**src/rtl/y86_pkg.sv**
```systemverilog
// Shared Y86-64 definitions: instruction codes, memory-controller FSM states,
// and the status codes write-back uses to report the memory-stage outcome.
package y86_pkg;

    localparam logic [3:0] IHALT   = 4'h0;
    localparam logic [3:0] INOP    = 4'h1;
    localparam logic [3:0] IRRMOVQ = 4'h2;
    localparam logic [3:0] IIRMOVQ = 4'h3;
    localparam logic [3:0] IRMMOVQ = 4'h4;
    localparam logic [3:0] IMRMOVQ = 4'h5;
    localparam logic [3:0] IOPQ    = 4'h6;
    localparam logic [3:0] IJXX    = 4'h7;
    localparam logic [3:0] ICALL   = 4'h8;
    localparam logic [3:0] IRET    = 4'h9;
    localparam logic [3:0] IPUSHQ  = 4'hA;
    localparam logic [3:0] IPOPQ   = 4'hB;

    localparam logic [2:0] SAOK = 3'd1;
    localparam logic [2:0] SADR = 3'd3;

    typedef enum logic [1:0] {
        S_IDLE = 2'd0,
        S_REQ  = 2'd1,
        S_WAIT = 2'd2,
        S_RESP = 2'd3
    } dmem_state_t;

endpackage

```
**src/rtl/dmem_decode.sv**
```systemverilog
// Memory-stage decode: icode selects read/write, address source and store data.
// Purely combinational; shared with the hazard unit, so it carries no state.
module dmem_decode
    import y86_pkg::*;
#(
    parameter int W = 64
) (
    input  logic [3:0]   icode_i,
    input  logic [W-1:0] valA_i,
    input  logic [W-1:0] valE_i,
    input  logic [W-1:0] valP_i,
    output logic         rd_o,
    output logic         wr_o,
    output logic [W-1:0] addr_o,
    output logic [W-1:0] wdata_o
);

    always_comb begin
        rd_o    = 1'b0;
        wr_o    = 1'b0;
        addr_o  = valE_i;
        wdata_o = valA_i;
        case (icode_i)
            IRMMOVQ: wr_o = 1'b1;
            IMRMOVQ: rd_o = 1'b1;
            ICALL: begin
                wr_o    = 1'b1;
                wdata_o = valP_i;
            end
            IPUSHQ:  wr_o = 1'b1;
            // ret and popq read through the stack pointer, not the ALU result
            IRET, IPOPQ: begin
                rd_o   = 1'b1;
                addr_o = valA_i;
            end
            default: ;
        endcase
    end

endmodule

```
**src/rtl/dmem_access_ctrl.sv**
```systemverilog
// Y86-64 data-memory initiator: one op per transaction over req/gnt/rvalid.
// Latency: 2 cycles for non-memory icodes, 3+ for accesses (accept, req, resp).
// Backpressure: holds the result until out_ready; in_ready only while idle.
module dmem_access_ctrl
    import y86_pkg::*;
#(
    parameter int ADDR_W    = 64,
    parameter int DATA_W    = 64,
    parameter int MEM_BYTES = 8192,
    parameter int TIMEOUT   = 255
) (
    input  logic              clk,
    input  logic              rst_n,
    input  logic              in_valid,
    output logic              in_ready,
    input  logic [3:0]        icode,
    input  logic [ADDR_W-1:0] valA,
    input  logic [ADDR_W-1:0] valE,
    input  logic [ADDR_W-1:0] valP,
    output logic              out_valid,
    input  logic              out_ready,
    output logic [3:0]        out_icode,
    output logic [DATA_W-1:0] valM,
    output logic              dmem_error,
    output logic              mem_req,
    output logic              mem_we,
    output logic [ADDR_W-1:0] mem_addr,
    output logic [DATA_W-1:0] mem_wdata,
    input  logic              mem_gnt,
    input  logic              mem_rvalid,
    input  logic [DATA_W-1:0] mem_rdata,
    input  logic              mem_err
);

    localparam logic [ADDR_W-1:0] MAX_ADDR = ADDR_W'(MEM_BYTES - 8);

    dmem_state_t       state_q;
    logic              in_ready_q, out_valid_q, err_q, rd_q;
    logic              mem_req_q, mem_we_q;
    logic [ADDR_W-1:0] mem_addr_q;
    logic [DATA_W-1:0] mem_wdata_q, valm_q;
    logic [3:0]        out_icode_q;
    logic [7:0]        cnt_q, cnt_d;

    logic              dec_rd, dec_wr;
    logic [ADDR_W-1:0] dec_addr, dec_wdata;
    logic              range_err;

    dmem_decode #(.W(ADDR_W)) u_decode (
        .icode_i (icode),
        .valA_i  (valA),
        .valE_i  (valE),
        .valP_i  (valP),
        .rd_o    (dec_rd),
        .wr_o    (dec_wr),
        .addr_o  (dec_addr),
        .wdata_o (dec_wdata)
    );

    // Unsigned compare, so wrapped "negative" addresses are rejected too
    assign range_err = dec_addr > MAX_ADDR;
    assign cnt_d     = cnt_q + 8'd1;

    always_ff @(posedge clk or negedge rst_n) begin
        if (!rst_n) begin
            state_q     <= S_IDLE;
            in_ready_q  <= 1'b1;
            out_valid_q <= 1'b0;
            out_icode_q <= '0;
            valm_q      <= '0;
            err_q       <= 1'b0;
            rd_q        <= 1'b0;
            mem_req_q   <= 1'b0;
            mem_we_q    <= 1'b0;
            mem_addr_q  <= '0;
            mem_wdata_q <= '0;
            cnt_q       <= '0;
        end else begin
            case (state_q)
                S_IDLE: if (in_valid) begin
                    in_ready_q  <= 1'b0;
                    out_icode_q <= icode;
                    rd_q        <= dec_rd;
                    mem_we_q    <= dec_wr;
                    mem_addr_q  <= dec_addr;
                    mem_wdata_q <= DATA_W'(dec_wdata);
                    valm_q      <= '0;
                    cnt_q       <= '0;
                    if (!(dec_rd || dec_wr) || range_err) begin
                        state_q     <= S_RESP;
                        out_valid_q <= 1'b1;
                        err_q       <= (dec_rd || dec_wr) && range_err;
                    end else begin
                        state_q   <= S_REQ;
                        mem_req_q <= 1'b1;
                        err_q     <= 1'b0;
                    end
                end
                S_REQ, S_WAIT: begin
                    cnt_q <= cnt_d;
                    // rvalid only counts once the request has been granted
                    if (mem_rvalid && (state_q == S_WAIT || mem_gnt)) begin
                        state_q     <= S_RESP;
                        mem_req_q   <= 1'b0;
                        out_valid_q <= 1'b1;
                        valm_q      <= rd_q ? mem_rdata : '0;
                        err_q       <= mem_err;
                    end else if (cnt_d == 8'(TIMEOUT)) begin
                        state_q     <= S_RESP;
                        mem_req_q   <= 1'b0;
                        out_valid_q <= 1'b1;
                        valm_q      <= '0;
                        err_q       <= 1'b1;
                    end else if (state_q == S_REQ && mem_gnt) begin
                        state_q   <= S_WAIT;
                        mem_req_q <= 1'b0;
                    end
                end
                S_RESP: if (out_ready) begin
                    state_q     <= S_IDLE;
                    out_valid_q <= 1'b0;
                    in_ready_q  <= 1'b1;
                end
            endcase
        end
    end

    assign in_ready   = in_ready_q;
    assign out_valid  = out_valid_q;
    assign out_icode  = out_icode_q;
    assign valM       = valm_q;
    assign dmem_error = err_q;
    assign mem_req    = mem_req_q;
    assign mem_we     = mem_we_q;
    assign mem_addr   = mem_addr_q;
    assign mem_wdata  = mem_wdata_q;

endmodule

```
**config.mk**
```make
export PLATFORM = sky130hd
export DESIGN_NAME = dmem_access_ctrl
export DESIGN_NICKNAME = d
export VERILOG_FILES = /design/src/rtl/y86_pkg.sv /design/src/rtl/dmem_decode.sv /design/src/rtl/dmem_access_ctrl.sv
export SDC_FILE = /design/constraint.sdc
export NUM_CORES = 1
export LEC_CHECK = 0
export BUFFER_PORTS_ARGS = -buffer_cell sky130_fd_sc_hd__clkbuf_2
export CAP_MARGIN = 20
export CORE_AREA = 2 2 180 182
export DETAILED_ROUTE_END_ITERATION = 6
export DIE_AREA = 0 0 182 184
export PLACE_DENSITY = 0.61
export SLEW_MARGIN = 5
export SYNTH_ARGS = -nofsm -noshare
export SYNTH_HDL_FRONTEND = slang
export SYNTH_SLANG_ARGS = --single-unit
```
**constraint.sdc**
```tcl
create_clock -name clk -period 2.73 [get_ports clk]
set_clock_uncertainty 0.1 [all_clocks]
set_input_delay 0.273 -clock clk [delete_from_list [all_inputs] [get_ports clk]]
set_output_delay 0.273 -clock clk [all_outputs]
set_load 0.02 [all_outputs]
```
Word level (Yosys, flattened, before mapping)
Cells that the tools add are included.
W data, S select, Z words.
- multiplexer cells: 37
- magnitude comparators: 1
- reductions and logical operators: 21
- add/sub/neg operators: 1
- equality and inequality tests: 16
- operators with widths (operator ; number):
    $mux W64 ; 6
    $pmux W64 S2 ; 1
    $gt A64 B13 Y1 const B ; 1
    $mux W1 ; 17
    $eq A4 B4 Y1 const B ; 4
    $pmux W8 S2 ; 1
    $mux W2 ; 6
    $reduce_and A3 Y1 ; 3
    $add A8 B1 Y8 const B ; 1
    $eq A4 B3 Y1 const B ; 2
    $eq A8 B8 Y1 const B ; 1
    $mux W8 ; 1
    $ne A2 B2 Y1 const B ; 4
    $reduce_and A4 Y1 ; 2
    $pmux W1 S2 ; 3
    $pmux W2 S3 ; 1
    $reduce_or A3 Y1 ; 2
    $eq A2 B2 Y1 const B ; 2
    $ne A4 B4 Y1 const B ; 1
    $reduce_and A2 Y1 ; 2
    $reduce_bool A2 Y1 ; 2
    $reduce_or A2 Y1 ; 2
    $logic_and A1 B1 Y1 ; 3
    $logic_or A1 B1 Y1 ; 3
    other kinds (5) ; 5
- bits in registers: 212
- input port bits: 267
- output and inout port bits: 201

Logic depth before layout (Yosys ltp)
Gate-level depths: netlist (run 1).
- depth after elaboration: 9
- gate-level depth with buffers: 11

Hierarchy
Synthesis (run 1) repeated with hierarchy kept, for this count alone.
- cell total of the unflattened synthesis: 835
- area total of the unflattened synthesis: 10772.8 µm²
- modules (own cells, without submodules) (module ; cells an instance ; area each (µm²) ; instances):
    dmem_access_ctrl ; 687 ; 8874.8 ; 1
    dmem_decode ; 148 ; 1898.1 ; 1

Least setup slack after synthesis (run 1)
OpenSTA, ideal clock, no wires.
- path type: reg-to-reg
- start: reg cnt_q[0]
- end: reg err_q (netlist: dmem_error)
- slack: 113 ps
- arrival time: 2392 ps
- stages on the path, launching flop included: 10
- buffers on the path: 3
- clock period less this slack: 2617 ps
- cells stage by stage: dfrtp_1 ha_1 and3_1 clkbuf_1 mux2_2 a221o_1 a31o_1 buf_6 buf_6 mux2_4
- cells in the longest elaborated chain, start to end: 4
- RTL lines (item ; line ; source):
    start: declaration ; dmem_access_ctrl.sv:43 ; logic [7:0] cnt_q, cnt_d;
    start signal: assignment ; dmem_access_ctrl.sv:100 ; cnt_q <= cnt_d;
    $add A8 B1 Y8 ; dmem_access_ctrl.sv:62 ; assign cnt_d = cnt_q + 8'd1;
    $eq A8 B8 Y1 ; dmem_access_ctrl.sv:108 ; end else if (cnt_d == 8'(TIMEOUT)) begin
    $ne A3 B3 Y1 (no line) ; -- ;
    $reduce_and A3 Y1 (no line) ; -- ;
    end signal: assignment ; dmem_access_ctrl.sv:92 ; err_q <= (dec_rd || dec_wr) && range_err;
    end signal: assignment ; dmem_access_ctrl.sv:107 ; err_q <= mem_err;
    end: declaration ; dmem_access_ctrl.sv:38 ; logic in_ready_q, out_valid_q, err_q, rd_q;
No other way between the ends.
A chain may end at the register's enable or synchronous reset.

Final worst setup path (run 1)
- start: reg state_q[0]
- end: reg mem_addr_q[11] (netlist: mem_addr[11])
- cells in the longest elaborated chain, start to end: 2
- RTL lines (item ; line ; source):
    start: declaration ; dmem_access_ctrl.sv:37 ; dmem_state_t state_q;
    start signal: assignment ; dmem_access_ctrl.sv:66 ; state_q <= S_IDLE;
    start signal: assignment ; dmem_access_ctrl.sv:90 ; state_q <= S_RESP;
    start signal: assignment ; dmem_access_ctrl.sv:94 ; state_q <= S_REQ;
    $logic_not A2 Y1 ; dmem_access_ctrl.sv:79 ; case (state_q)
    $reduce_and A2 Y1 (no line) ; -- ;
    end signal: assignment ; dmem_access_ctrl.sv:85 ; mem_addr_q <= dec_addr;
    end: declaration ; dmem_access_ctrl.sv:40 ; logic [ADDR_W-1:0] mem_addr_q;
No other way between the ends.

==> results.toml, run 1 <==
[run_status]
status = "completed"

[synthesis]
synth-compound-area-share = 0.135
synth_seq_cells = 212
synth_area_per_cell_um2 = 8.90
syn_nets = 1363
syn_inst = 1090
netlist_area_mm2 = 0.00971
synth_edf_count = 0
synth_async_sr_flop_share = 1.00
yosys_warnings = 0
synthFlopType = "dfrtp_1"
synth_mux_area_frac = 0.0708
synth-xor-area-share = 0.000902
synthAdderAreaFrac = 0.00773
yosysSeqAreaShare = 0.547
synthDistinctLibCells = 42
synth_top_family_by_area = "simple AND/OR/NAND/NOR gates"
synth-simple-area-share = 0.207

[finish]
area_growth_pct = 68.5
multi_input_area_mm2 = 0.00413
register_area_mm2 = 0.00531
layout.nets = 2104
nFillCells = 2805
drive_above_1_share = 0.300
utilization = 0.521

[clock_tree]
numCtsBuffers = 25
htreeDepth = 1
clockBufferDepth = 3
root_buffer = "clkbuf_16"
cts_tree = "built"
post_cts_buffers = 0
clk_pin_slew_worst_paths_ps = 60
clock_latency_ps = 520
cts_sinks = 212

[pwr]
p_per_area_mw_per_mm2 = 944
max-vdd-ir-drop_mv = 0.550
p_leak_nw = 7.75

[worst_setup_path]
path_max_fanout = 132
cp_data_arrival_time_ps = 2900
critPathRequiredTime_ps = 3040
rr_worst_depth = 6
path_buf_inv = 3
reg2reg_to = "mem_addr[11]"
reg2reg_slack_ps = 140
start_kind = "flop"
startpoint = "state_q[0]"
cp_slowest_stage_delay_ps = 610
cp_top_family = "buffers and inverters"
cp_cell_sequence = "inv_1 > ha_1 > and2_4 > buf_16 > a31oi_1 > dlygate4sd3_1"
regToRegStartpoint = "state_q[0]"
crit_type = "flop to flop"
endpoint_kind = "flop"
crit_slowest_cell = "dlygate4sd3_1"

[die]
die_w_um = 182
io_pins = 468
die-height_um = 184
fp-row-count = 65
core_area_mm2 = 0.0314
initial_core_util = 0.309
dieArea_mm2 = 0.0335

[detailed_routing]
wl_mm = 42.8
drt_pre_antenna_iters = 5
drt_iter0_markers = 518
vias = 11200
route.antenna.remaining_nets = 0
vias_per_cell = 4.97
drcViolationCount = 0
routedWlPerCell_um = 19.0

[placed_design]
io_buffers = 467
place.gp.congestion = 0.869
hpwlAfterDp_mm = 30.3

[hold_path]
min_from = "valA[58]"
min_path_type = "input port to flop"
worstHoldEndpoint = "mem_addr[58]"
hold_depth = 3

[sta]
tightest_slew_ps = 724
rsz0062_at_grt = "no"
finalHoldViolations = 0
relSlewSlack = 0.513
final-max-slew-violation-count = 0
max_freq_mhz = 386
setup_violations = 0
timing.final.crit_share = 0.949
fin_crit_ps = 2590
finalSetupTns_ps = 0

[grt]
grt_start_max_net_pins = 133
grt_pass1_vias = 11400
grt_pass1_wl_mm = 64.6
antenna_found_initial = 7
grt_overflow = 0
grt_usage = 0.248

[run]
drv_cap = 0
-- tightest hold or removal path, cell delays in order --
cell      delay [ps]
clkbuf_2         150
nand2_1           90
a31oi_1           70
-- synth_stat cells, types with 7 or more instances --
master | n | area share
buf_2 | 7 | 0.0036
nor2_1 | 74 | 0.029
mux2i_1 | 66 | 0.068
o21ai_0 | 137 | 0.071
dfrtp_1 | 211 | 0.54
a21oi_1 | 8 | 0.0041
nand3_1 | 9 | 0.0046
o21ai_1 | 10 | 0.0052
nand4_1 | 15 | 0.0097
clkbuf_1 | 59 | 0.023
nand2_1 | 348 | 0.13
nor4_1 | 26 | 0.017
a31oi_1 | 65 | 0.042
-- cells by family after synthesis --
kind of cell               Yosys count
and+or+nand+nor                    490
AOI/OAI and AO/OA                  235
DFF                                212
buffers and inverters               78
muxes                               68
adders and majority gates            6
xor gates and xnor gates             1
-- layout make-up --
class | instances | area share
clock buffer | 37 | 0.0447
timing repair buffer | 786 | 0.341
inverter | 5 | 0.00115
clock inverter | 6 | 0.00551
antenna | 3 | 0.000459
sequential | 212 | 0.325
multi-input combinational | 801 | 0.252
tap | 402 | 0.0308
-- worst max-delay path by stage --
stage | end | cells after the start
global placement | valM[12] | 8
global route | mem_addr[22] | 7
CTS | valM[59] | 7
floorplan | dmem_error | 9
detailed placement | valM[17] | 7
finish | mem_addr[11] | 6
-- through the flow --
stage	setup slack (ps)	hold slack [ps]	cell area (um^2)	power, mW	std cells
4_1_cts	80.5	1.12	16300	15.3	2248
3_3_place_gp	225	171	12700	10.8	1923
2_1_floorplan	113	-123	9710	8.53	1090
3_5_place_dp	129	168	12700	10.9	1923
6_report	138	3.11	16400	15.4	2252
5_1_grt	5.07	24.4	16400	16.4	2250
-- layer usage --
metal	wire, um	up-vias	global-route usage
met1	16400	5323	0.283
met4	1750	8	0.0977
met5	54	-	0
li1	-	5228	-
met3	3210	111	0.0555
met2	21400	527	0.450
-- registers in the layout, summed over array words and instances, names as in the netlist --
| register | cells |
|---|---|
| cnt_q | 8 |
| out_icode | 4 |
| in_ready | 1 |
| mem_we | 1 |
| out_valid | 1 |
| mem_req | 1 |
| mem_wdata | 64 |
| rd_q | 1 |
| dmem_error | 1 |
| mem_addr | 64 |
| state_q | 2 |
| valM | 64 |
-- power by group --
part	internal, mW	total [mW]	switching [mW]
combinational	2.75	7.09	4.33
clock	2.03	3.38	1.35
sequential	4.29	4.98	0.692
-- cell usage in the layout (no fill, tap or decap), types with 4 or more instances in the layout --
master / n
clkbuf_2: 466
nand2_1: 347
dlygate4sd3_1: 282
dfrtp_1: 209
o21ai_0: 136
nor2_1: 73
mux2i_1: 66
a31oi_1: 65
buf_4: 27
nor4_1: 26
clkbuf_16: 25
nand4_1: 15
o21ai_1: 11
nand3_1: 9
a21oi_1: 8
buf_12: 8
ha_1: 6
clkbuf_1: 6
clkbuf_8: 6
inv_1: 5
nor3_1: 4
-- what timing repair did --
action / 4_1_cts / 5_1_grt
hold buffers: 282 / 0
gates resized for setup: 0 / 6
hold endpoints to repair: 257 / 0
setup endpoints to repair: 0 / 53
Note: power is estimated with default switching activity, not from simulation.
==> inputs of run 2 (changes only) <==
--- a/config.mk
+++ b/config.mk
@@ -10,8 +10,10 @@
 export CORE_AREA = 2 2 180 182
 export DETAILED_ROUTE_END_ITERATION = 6
 export DIE_AREA = 0 0 182 184
-export PLACE_DENSITY = 0.61
+export PLACE_DENSITY = 0.65
+export SETUP_SLACK_MARGIN = 0.1
 export SLEW_MARGIN = 5
 export SYNTH_ARGS = -nofsm -noshare
 export SYNTH_HDL_FRONTEND = slang
+export SYNTH_HIERARCHICAL = 1
 export SYNTH_SLANG_ARGS = --single-unit
==> run 2 against run 1 <==
  * Worst setup slack worse by 41 ps
  * Sequential share of layout area up 0.15 points
  * First-iteration DRC count down 31%
  * Non-clock buffer count down 143
  * Die area unchanged
  * Fmax down 1.5%
  * Combinational power up 2%
  * Cell count down 16%
  * Final area down 0.51%
  * Power up 3.4%
  * Routed wire length down 16%
  * Utilization down 0.27 points
  * Critical endpoint is now out_valid
  * Largest cell class is now sequential cells
  * Largest power group unchanged
==> results.toml, run 2 <==
[synthesis]
synthDistinctLibCells = 49
synth_async_sr_flop_share = 1.00
yosys_warnings = 6
synth_seq_cells = 212
syn_nets = 1108
yosysTopAreaCell = "dfrtp_1"
netlist.area_leader.share = 0.490
syn_inst = 835
synth.most_common_cell = "dfrtp_1"
synth_edf_count = 0
netlist_area_mm2 = 0.0108
yosysSeqAreaShare = 0.493
ys_top_cells_by_area = "dfrtp_1, mux2_2, mux2_4"
synthFlopType = "dfrtp_1"
synth_area_per_cell_um2 = 12.9
synth_top_cells_by_count = "dfrtp_1, mux2_2, nand2_1"

[sta]
fin_crit_ps = 2630
tightest_slew_ps = 639
finalHoldViolations = 0
timing.final.crit_share = 0.964
finalSetupTns_ps = 0
relSlewSlack = 0.574
holdWs_ps = 23.2
rsz0062_at_grt = "yes"
final-max-slew-violation-count = 0
setup_violations = 0
max_freq_mhz = 380

[grt]
antenna_found_initial = 0
grt_pass1_wl_mm = 53.8
grt_pass1_vias = 9405
grt_overflow = 0
grt_start_max_net_pins = 74
grt_usage = 0.206

[finish]
diodes = 0
area_growth_pct = 51.1
final_cell_mix = "clkbuf_2, dfrtp_1, mux2_2"
drive_above_1_share = 0.577
final_cell_area_mm2 = 0.0163
layout.nets = 1732
final_common_cell = "clkbuf_2"
utilization = 0.518

[run_status]
status = "completed"

[die]
die_w_um = 182
fp-row-count = 65
core_area_mm2 = 0.0314
initial_core_util = 0.343
io_pins = 468
dieArea_mm2 = 0.0335
die-height_um = 184

[placed_design]
hpwlAfterDp_mm = 26.0
place_area_mm2 = 0.0137
io_buffers = 467
place.gp.congestion = 0.864

[hold_path]
min_path_type = "input port to flop"

[worst_setup_path]
path_max_fanout = 6
crit_type = "input port to flop"
cp_data_arrival_time_ps = 2950
critPathRequiredTime_ps = 3040
endpoint_kind = "flop"
start_kind = "input port"

[clock_tree]
cts_sinks = 212
cts_tree = "built"
numCtsBuffers = 26
root_buffer = "clkbuf_16"
clockBufferDepth = 3
clock_latency_ps = 530
clk_pin_slew_worst_paths_ps = 60
htreeDepth = 1

[detailed_routing]
wl_mm = 35.9
drt_pre_antenna_iters = 4
vias = 8923
vias_per_cell = 4.74
route.antenna.remaining_nets = 0
drcViolationCount = 0
routedWlPerCell_um = 19.1
drt_iter0_markers = 360

[run]
drv_cap = 0

[pwr]
p_leak_nw = 8.19
p_per_area_mw_per_mm2 = 981
total_power_mw = 16.0
max-vdd-ir-drop_mv = 0.602
-- run 2: cell count changes in the layout (fill, tap and decap cells not counted), sizes merged, moves of 65 or more --
cell         before  now
a31oi            65    0
o21ai           147   10
dlygate4sd3     282  124
nor2             74    7
nand2           348   78
mux2              2  266
-- run 2: cell type report --
type / instances / area, um^2
Sequential cell: 212 / 5310
Multi-Input combinational cell: 506 / 5140
Tap cell: 402 / 503
Timing Repair Buffer: 643 / 4180
Clock inverter: 6 / 80.1
Inverter: 70 / 263
Clock buffer: 42 / 792
Fill cell: 2729 / 15100
-- run 2: stage by stage --
| stage | setup WS [ps] | std cells |
|---|---|---|
| floorplan | 3.99 | 835 |
| global placement | -698 | 1699 |
| detailed placement | -755 | 1699 |
| CTS | 95.9 | 1881 |
| global route | 11.3 | 1881 |
| finish | 97.6 | 1881 |
-- run 2: final timing paths --
path / start / end / slack (ps) / depth (start not counted)
worst max-delay path: icode[0] / out_valid / 100 / 12
worst min-delay path: valA[58] / mem_wdata[58] / 20 / 3
worst max register to register: cnt_q[0] / valM[35] / 320 / 8
worst min register to register: out_icode[1] / out_icode[1] / 400 / 1
max in group asynchronous: rst_n / valM[53] / 1470 / 3
min in group asynchronous: rst_n / mem_wdata[19] / 220 / 2
-- run 2: cells by family (layout without fill, tap and decap cells) --
kind of cell	after synthesis	count (layout)	synth area share
buffers and inverters	117	761	0.0569
DFF	212	212	0.493
and+or+nand+nor	134	134	0.0610
adders and majority gates	6	6	0.00697
xor gates and xnor gates	1	1	0.000813
AOI/OAI and AO/OA	32	32	0.0202
muxes	333	333	0.362
-- run 2: worst max-delay path, stage by stage --
cell and delay, ps:
buf_4 120, nand3b_1 100, buf_6 190, buf_12 150, buf_4 140, mux2_2 370, nor4_4 250, nand2_1 120
or4_4 550, nor4_4 280, nor3b_2 80, mux2_4 300
-- run 2: repair_timing --
| item | in CTS | in global routing |
|---|---|---|
| buffers inserted | 8 | 0 |
| endpoints found under the hold margin | 186 | 0 |
| hold buffers | 124 | 0 |
| endpoints found under the setup margin | 4 | 69 |
| pin swaps | 6 | 8 |
| resized for setup | 39 | 21 |
| cloned | 2 | 0 |
-- run 2: where the power goes --
group	total, mW	internal [mW]	switching, mW
clock network	3.52	2.16	1.36
logic	7.25	3.15	4.10
registers	5.20	4.44	0.758
-- run 2: metal layers --
| layer | track usage | wire [um] | vias to the layer above |
|---|---|---|---|
| met3 | 0.0384 | 1990 | 77 |
| met4 | 0.0706 | 1270 | 0 |
| met5 | 0 | 0 | - |
| li1 | - | - | 4150 |
| met2 | 0.358 | 17800 | 303 |
| met1 | 0.257 | 14900 | 4393 |
